<file path="src/rtl/mips_pkg.sv">
// rtl/mips_pkg.sv - shared types and constants for the MIPS pipeline stages
package mips_pkg;

   localparam int XLEN = 32;
   localparam logic [XLEN-1:0] NOP_INSTR        = 32'h0000_0000;
   localparam logic [XLEN-1:0] RESET_PC_DEFAULT = 32'h0000_0000;

   typedef enum logic {
      FETCH = 1'b0,
      HOLD  = 1'b1
   } fetch_state_e;

   function automatic logic [XLEN-1:0] word_align(input logic [XLEN-1:0] addr);
      return addr & ~32'h0000_0003;
   endfunction

endpackage

</file>
<file path="src/rtl/if_id_reg.sv">
// rtl/if_id_reg.sv - pipeline register (instr, pc+4, valid) with hold, flush and bubble insertion
module if_id_reg
   import mips_pkg::*;
(
   input  logic            clk,
   input  logic            rst,
   input  logic            en,
   input  logic            clr,
   input  logic            load,
   input  logic [XLEN-1:0] instr_in,
   input  logic [XLEN-1:0] pc4_in,
   output logic [XLEN-1:0] instr_out,
   output logic [XLEN-1:0] pc4_out,
   output logic            valid_out
);

   logic [XLEN-1:0] instr_q, instr_d;
   logic [XLEN-1:0] pc4_q, pc4_d;
   logic            valid_q, valid_d;

   always_comb begin
      instr_d = instr_q;
      pc4_d   = pc4_q;
      valid_d = valid_q;
      if (clr) begin
         instr_d = NOP_INSTR;
         pc4_d   = '0;
         valid_d = 1'b0;
      end else if (en) begin
         if (load) begin
            instr_d = instr_in;
            pc4_d   = pc4_in;
            valid_d = 1'b1;
         end else begin
            // a bubble keeps the old pc+4 so only the valid/instr pair changes
            instr_d = NOP_INSTR;
            valid_d = 1'b0;
         end
      end
   end

   always_ff @(posedge clk) begin
      if (rst) begin
         instr_q <= NOP_INSTR;
         pc4_q   <= '0;
         valid_q <= 1'b0;
      end else begin
         instr_q <= instr_d;
         pc4_q   <= pc4_d;
         valid_q <= valid_d;
      end
   end

   assign instr_out = instr_q;
   assign pc4_out   = pc4_q;
   assign valid_out = valid_q;

endmodule

</file>
<file path="src/rtl/fetch_stage.sv">
// rtl/fetch_stage.sv - instruction fetch with variable-latency imem handshake, skid buffer and IF/ID register
module fetch_stage
   import mips_pkg::*;
#(
   parameter logic [XLEN-1:0] RESET_PC = RESET_PC_DEFAULT
) (
   input  logic            clk,
   input  logic            rst,
   input  logic            StallD,
   input  logic            PCSrcD,
   input  logic [XLEN-1:0] PCBranchD,
   output logic            imem_req,
   output logic [XLEN-1:0] imem_addr,
   input  logic            imem_ready,
   input  logic [XLEN-1:0] imem_rdata,
   output logic [XLEN-1:0] InstrD,
   output logic [XLEN-1:0] PCPlus4D,
   output logic            ValidD,
   output logic            StallF
);

   fetch_state_e    state_q, state_d;
   logic [XLEN-1:0] pcf_q, pcf_d;
   logic [XLEN-1:0] tgt_q, tgt_d;
   logic            kill_q, kill_d;
   logic [XLEN-1:0] buf_instr_q, buf_instr_d;
   logic [XLEN-1:0] buf_pc4_q, buf_pc4_d;

   logic            redirect;
   logic [XLEN-1:0] pcf_plus4;
   logic            deliver;
   logic [XLEN-1:0] id_instr;
   logic [XLEN-1:0] id_pc4;

   assign redirect  = PCSrcD & ValidD & ~StallD;
   assign pcf_plus4 = pcf_q + 32'd4;

   always_ff @(posedge clk) begin
      if (rst) begin
         state_q     <= FETCH;
         pcf_q       <= RESET_PC;
         tgt_q       <= '0;
         kill_q      <= 1'b0;
         buf_instr_q <= NOP_INSTR;
         buf_pc4_q   <= '0;
      end else begin
         state_q     <= state_d;
         pcf_q       <= pcf_d;
         tgt_q       <= tgt_d;
         kill_q      <= kill_d;
         buf_instr_q <= buf_instr_d;
         buf_pc4_q   <= buf_pc4_d;
      end
   end

   always_comb begin
      state_d     = state_q;
      pcf_d       = pcf_q;
      tgt_d       = tgt_q;
      kill_d      = kill_q;
      buf_instr_d = buf_instr_q;
      buf_pc4_d   = buf_pc4_q;
      case (state_q)
         FETCH: begin
            if (imem_ready) begin
               if (redirect) begin
                  pcf_d  = PCBranchD;
                  kill_d = 1'b0;
               end else if (kill_q) begin
                  pcf_d  = tgt_q;
                  kill_d = 1'b0;
               end else if (StallD) begin
                  buf_instr_d = imem_rdata;
                  buf_pc4_d   = pcf_plus4;
                  state_d     = HOLD;
               end else begin
                  pcf_d = pcf_plus4;
               end
            end else if (redirect) begin
               // the request in flight must finish at its own address; its word is dropped later
               tgt_d  = PCBranchD;
               kill_d = 1'b1;
            end
         end
         HOLD: begin
            if (redirect) begin
               pcf_d   = PCBranchD;
               state_d = FETCH;
            end else if (!StallD) begin
               pcf_d   = buf_pc4_q;
               state_d = FETCH;
            end
         end
         default: state_d = FETCH;
      endcase
   end

   always_comb begin
      imem_req  = (state_q == FETCH);
      imem_addr = word_align(pcf_q);
      id_instr  = imem_rdata;
      id_pc4    = pcf_plus4;
      deliver   = 1'b0;
      if (state_q == FETCH) begin
         deliver = imem_ready & ~kill_q & ~redirect & ~StallD;
      end else begin
         deliver  = ~StallD & ~redirect;
         id_instr = buf_instr_q;
         id_pc4   = buf_pc4_q;
      end
      StallF = ~StallD & ~deliver;
   end

   if_id_reg u_if_id (
      .clk       (clk),
      .rst       (rst),
      .en        (~StallD),
      .clr       (redirect),
      .load      (deliver),
      .instr_in  (id_instr),
      .pc4_in    (id_pc4),
      .instr_out (InstrD),
      .pc4_out   (PCPlus4D),
      .valid_out (ValidD)
   );

endmodule

</file>
<file path="config.mk">
export PLATFORM = sky130hd
export DESIGN_NAME = fetch_stage
export DESIGN_NICKNAME = d
export VERILOG_FILES = /design/src/rtl/mips_pkg.sv /design/src/rtl/if_id_reg.sv /design/src/rtl/fetch_stage.sv
export SDC_FILE = /design/constraint.sdc
export NUM_CORES = 1
export LEC_CHECK = 0
export BUFFER_PORTS_ARGS = -buffer_cell sky130_fd_sc_hd__buf_2
export CAP_MARGIN = 20
export CORE_UTILIZATION = 45
export DETAILED_ROUTE_END_ITERATION = 8
export PLACE_DENSITY_LB_ADDON = 0.05
export SYNTH_ARGS = -nofsm -noshare
export SYNTH_HDL_FRONTEND = slang
export SYNTH_SLANG_ARGS = --single-unit
</file>
<file path="constraint.sdc">
create_clock -name clk -period 2.7 [get_ports clk]
set_clock_uncertainty 0.15 [all_clocks]
set_input_delay 0.135 -clock clk [delete_from_list [all_inputs] [get_ports clk]]
set_output_delay 0.135 -clock clk [all_outputs]
set_load 0.05 [all_outputs]
</file>
==> Flow_metrics.wiki <==
{| class="wikitable"
! Metric !! Value
|-
| Run status || complete, no violations
|-
| Pin count of the biggest net entering global routing || 70
|-
| Post-synth top area share || around 44%
|-
| Type of origin of the critical path || flop
|-
| Floorplan Core Area || a little under 20000 sq um
|-
| Num CTS Buffers || 17
|-
| Std cell rows || 51
|-
| Post-synth top area cell || sky130_fd_sc_hd__dfxtp_1
|-
| Die Footprint || 20400 sq um
|-
| Total placed cells including tap cells || ~1500
|-
| Unrepaired setup endpoints after global routing || no
|-
| Number of failing hold endpoints at the final stage || 0
|-
| Weighted congestion at the end of routability-driven global placement || about 0.94
|-
| DR vias || about 9000
|-
| Pins Over Slew Limit || 0
|-
| Global-route wire length before repair || around 46000 microns
|-
| Post-route fraction of the period consumed by the critical path || 89.4%
|-
| Total design power || approximately 0.0067 W
|-
| Vias in the first global route || around 8000
|-
| Power per unit of standard cell area || 590 nW/um^2
|-
| Number of nets at the end of the flow || 1402
|-
| Clock sinks || around 200
|-
| Post-DRT Antenna Nets || 0
|-
| Number of diodes added for antenna fixing || 0
|-
| Synth top area cells || sky130_fd_sc_hd__dfxtp_1, sky130_fd_sc_hd__a21oi_1, sky130_fd_sc_hd__nand2_1, sky130_fd_sc_hd__nor2_1, sky130_fd_sc_hd__mux2i_1
|-
| CTS tree || yes
|-
| Worst hold-check path type || in2reg
|-
| Overall routed net length || a little under 30000 microns
|-
| Share of the yosys chip area belonging to registers || between 40% and 50%
|-
| Most frequent cells after synthesis || sky130_fd_sc_hd__dfxtp_1, sky130_fd_sc_hd__nand2_1, sky130_fd_sc_hd__a21oi_1, sky130_fd_sc_hd__nor2_1, sky130_fd_sc_hd__clkbuf_1
|-
| Final std cells w/o fill || approximately 1600
|-
| Worst Tran Pin Value || ~1100 ps
|-
| Setup WS pre-CTS || between 300 and 400 ps
|-
| Count of synthesis-stage warnings from yosys || 0
|-
| Top flip-flop cell by instance count after synthesis || sky130_fd_sc_hd__dfxtp_1
|-
| Ratio of routed vias to standard cells || ~5.6
|-
| Post-detailed-route wirelength per cell || around 18 microns
|-
| Yosys cell types || 68
|-
| Crit path kind || reg2reg
|-
| Overflow after GRT || 0
|-
| FF+latch count, synth || between 150 and 200
|-
| Number of flops mapped to enable cells by yosys || 0
|-
| Fill cell count || around 1800
|-
| # port buffers || 165
|-
| Fmax || around 0.41 GHz
|-
| Clk Latency, worst-skew pair || ~440 ps
|-
| Top-count cell post-synth || sky130_fd_sc_hd__dfxtp_1
|-
| Setup violation total in the final timing report || 0
|-
| Level count of the clock H-tree || 4
|-
| Post-synthesis to final-layout area growth || 26.9%
|-
| Antenna violations before repair || 0
|-
| DIE WIDTH || approximately 140 microns
|-
| Bufs on Longest Clock Path || 2
|-
| Detailed-routing iteration count for the pre-antenna-repair pass || 5
|-
| Arrival time reported for the critical path endpoint || about 2600 ps
|-
| Slew Limit Headroom || approximately a quarter
|-
| Post-DP HPWL || 20000 microns
|-
| Iteration-0 DRC count of the detailed router || around 910
|-
| Leakage dissipation || about 4.5 nW
|-
| Number of remaining DRC errors || 0
|-
| Number of top-level pins || around 170
|-
| Setup total negative slack || 0 ps
|-
| Finished Core Util || between 50% and 60%
|-
| Final critical delay including setup and external delays || 2410 ps
|-
| Overall routing resource usage || 29.2%
|-
| Clk root buf || sky130_fd_sc_hd__clkbuf_16
|-
| Starting density of the core || 45.8%
|-
| Number of instances in the synthesized netlist || roughly 1100
|-
| Worst IR drop on VDD || around 440 uV
|-
| Share of async-settable or async-resettable flops after synthesis || 0%
|-
| Syn_area_per_cell || roughly 8 sq um
|-
| Data required, critical path || between 2000 and 3000 ps
|-
| Height of the die || ~140 microns
|-
| Number of gates resized after cts || 0
|-
| Critical Path Fanout Max || 8
|-
| Critical path endpoint category || flop
|-
| Smallest setup slack after layout || about 290 ps
|-
| Proportion of layout cells with a drive suffix above 1 || 19.1%
|-
| Netlist Area Pre-Place || 8920 sq um
|-
| Number of max-cap violations || 0
|-
| Clock-pin transition on the worst setup and hold timing paths || ~80 ps
|}
## path summary, 6_finish.rpt
| kind | slack (ps) | end | cells after the start | from |
|---|---|---|---|---|
| setup / recovery | 290 | u_if_id.pc4_out[30] | 6 | pcf_q[3] |
| setup reg to reg | 290 | u_if_id.pc4_out[30] | 6 | pcf_q[3] |
| hold / removal | 90 | u_if_id.instr_out[12] | 4 | rst |
| hold reg to reg | 300 | u_if_id.pc4_out[4] | 2 | u_if_id.pc4_out[4] |
## what timing repair did
item / 4_1_cts / 5_1_grt
hold buffers: 66 / 0
hold endpoints to repair: 110 / 0
setup endpoints to repair: 0 / 0
setup buffers: 0 / 0
## kinds of logic (layout without fill, tap and decap cells)
group / Yosys count / count (layout) / share of synthesized area, %
other: 1 / 2 / 0.0420
multiplexers: 40 / 40 / 4.49
XOR/XNOR: 25 / 25 / 2.45
buffers and inverters: 106 / 314 / 4.77
flip-flops: 195 / 195 / 43.8
adder cells (fa/ha/maj): 1 / 1 / 0.140
AO/OA/AOI/OAI: 332 / 332 / 22.5
AND/OR/NAND/NOR: 436 / 436 / 21.8
## placed cells by master (no fill, tap or decap), types with 5 or more instances in the layout
cell / Yosys / final
sky130_fd_sc_hd__a211o_1: 6 / 6
sky130_fd_sc_hd__a211oi_1: 15 / 15
sky130_fd_sc_hd__a21oi_1: 155 / 155
sky130_fd_sc_hd__a221o_1: 6 / 6
sky130_fd_sc_hd__a221oi_1: 7 / 7
sky130_fd_sc_hd__a31oi_1: 10 / 10
sky130_fd_sc_hd__a32oi_1: 11 / 11
sky130_fd_sc_hd__and3_1: 15 / 14
sky130_fd_sc_hd__buf_2: 12 / 164
sky130_fd_sc_hd__buf_4: 3 / 37
sky130_fd_sc_hd__clkbuf_16: 0 / 17
sky130_fd_sc_hd__dfxtp_1: 195 / 194
sky130_fd_sc_hd__dlygate4sd3_1: 0 / 66
sky130_fd_sc_hd__inv_1: 10 / 10
sky130_fd_sc_hd__inv_6: 0 / 5
sky130_fd_sc_hd__inv_8: 0 / 5
sky130_fd_sc_hd__mux2i_1: 40 / 40
sky130_fd_sc_hd__nand2_1: 191 / 190
sky130_fd_sc_hd__nand3_1: 28 / 27
sky130_fd_sc_hd__nand4_1: 7 / 7
sky130_fd_sc_hd__nor2_1: 132 / 132
sky130_fd_sc_hd__nor3_1: 22 / 21
sky130_fd_sc_hd__nor4_1: 7 / 7
sky130_fd_sc_hd__o211ai_1: 12 / 12
sky130_fd_sc_hd__o21ai_0: 63 / 63
sky130_fd_sc_hd__o22ai_1: 6 / 5
sky130_fd_sc_hd__or3_1: 5 / 5
sky130_fd_sc_hd__xnor2_1: 14 / 14
sky130_fd_sc_hd__xor2_1: 11 / 11
## power breakdown
| part | internal [W] | switching (W) |
|---|---|---|
| Clock | 0.00125 | 0.00124 |
| Sequential | 0.00299 | 0.000118 |
| Combinational | 0.000356 | 0.000706 |
| Total | 0.00460 | 0.00207 |
## state kept, by name, indices dropped and copies added, names as in the netlist
signal and count:
kill_q 1, state_q 1, buf_instr_q 32, u_if_id.pc4_out 32, u_if_id.instr_out 32, buf_pc4_q 32
u_if_id.valid_out 1, tgt_q 32, pcf_q 32
## critical path: stages, from the launching register on
cell and delay [ps]:
sky130_fd_sc_hd__dfxtp_1 400, sky130_fd_sc_hd__ha_1 220, sky130_fd_sc_hd__nand3_2 200, sky130_fd_sc_hd__or3_1 590, sky130_fd_sc_hd__nor4_4 390, sky130_fd_sc_hd__xnor2_1 200
sky130_fd_sc_hd__o22ai_1 120
## per-layer routing
layer / up-vias / part of all wire [%] / GRT usage, %
li1: 4402 / - / -
met1: 4199 / 47 / 42.8
met2: 371 / 43 / 42.8
met3: 27 / 8.6 / 6.84
met4: 0 / 1.2 / 6.73
met5: - / 0 / 0
## per-stage QoR
stage / hold WS (ps) / area (sq um)
floorplan: 121 / 8930
global placement: 238 / 10100
CTS: 66.1 / 11300
detailed placement: 245 / 10100
global route: 96.4 / 11300
finish: 90.8 / 11300
## final cells by class
type / instances / area [sq um] / share of cell area (%)
clock inverters: 14 / 131 / 1.16
repair buffers: 271 / 1840 / 16.3
well taps: 265 / 332 / 2.93
multi-input cells: 836 / 4630 / 40.9
inverters: 11 / 41.3 / 0.365
clock buffers: 18 / 439 / 3.88
flip-flops and latches: 195 / 3910 / 34.5
(Power assumes the default switching activity.)
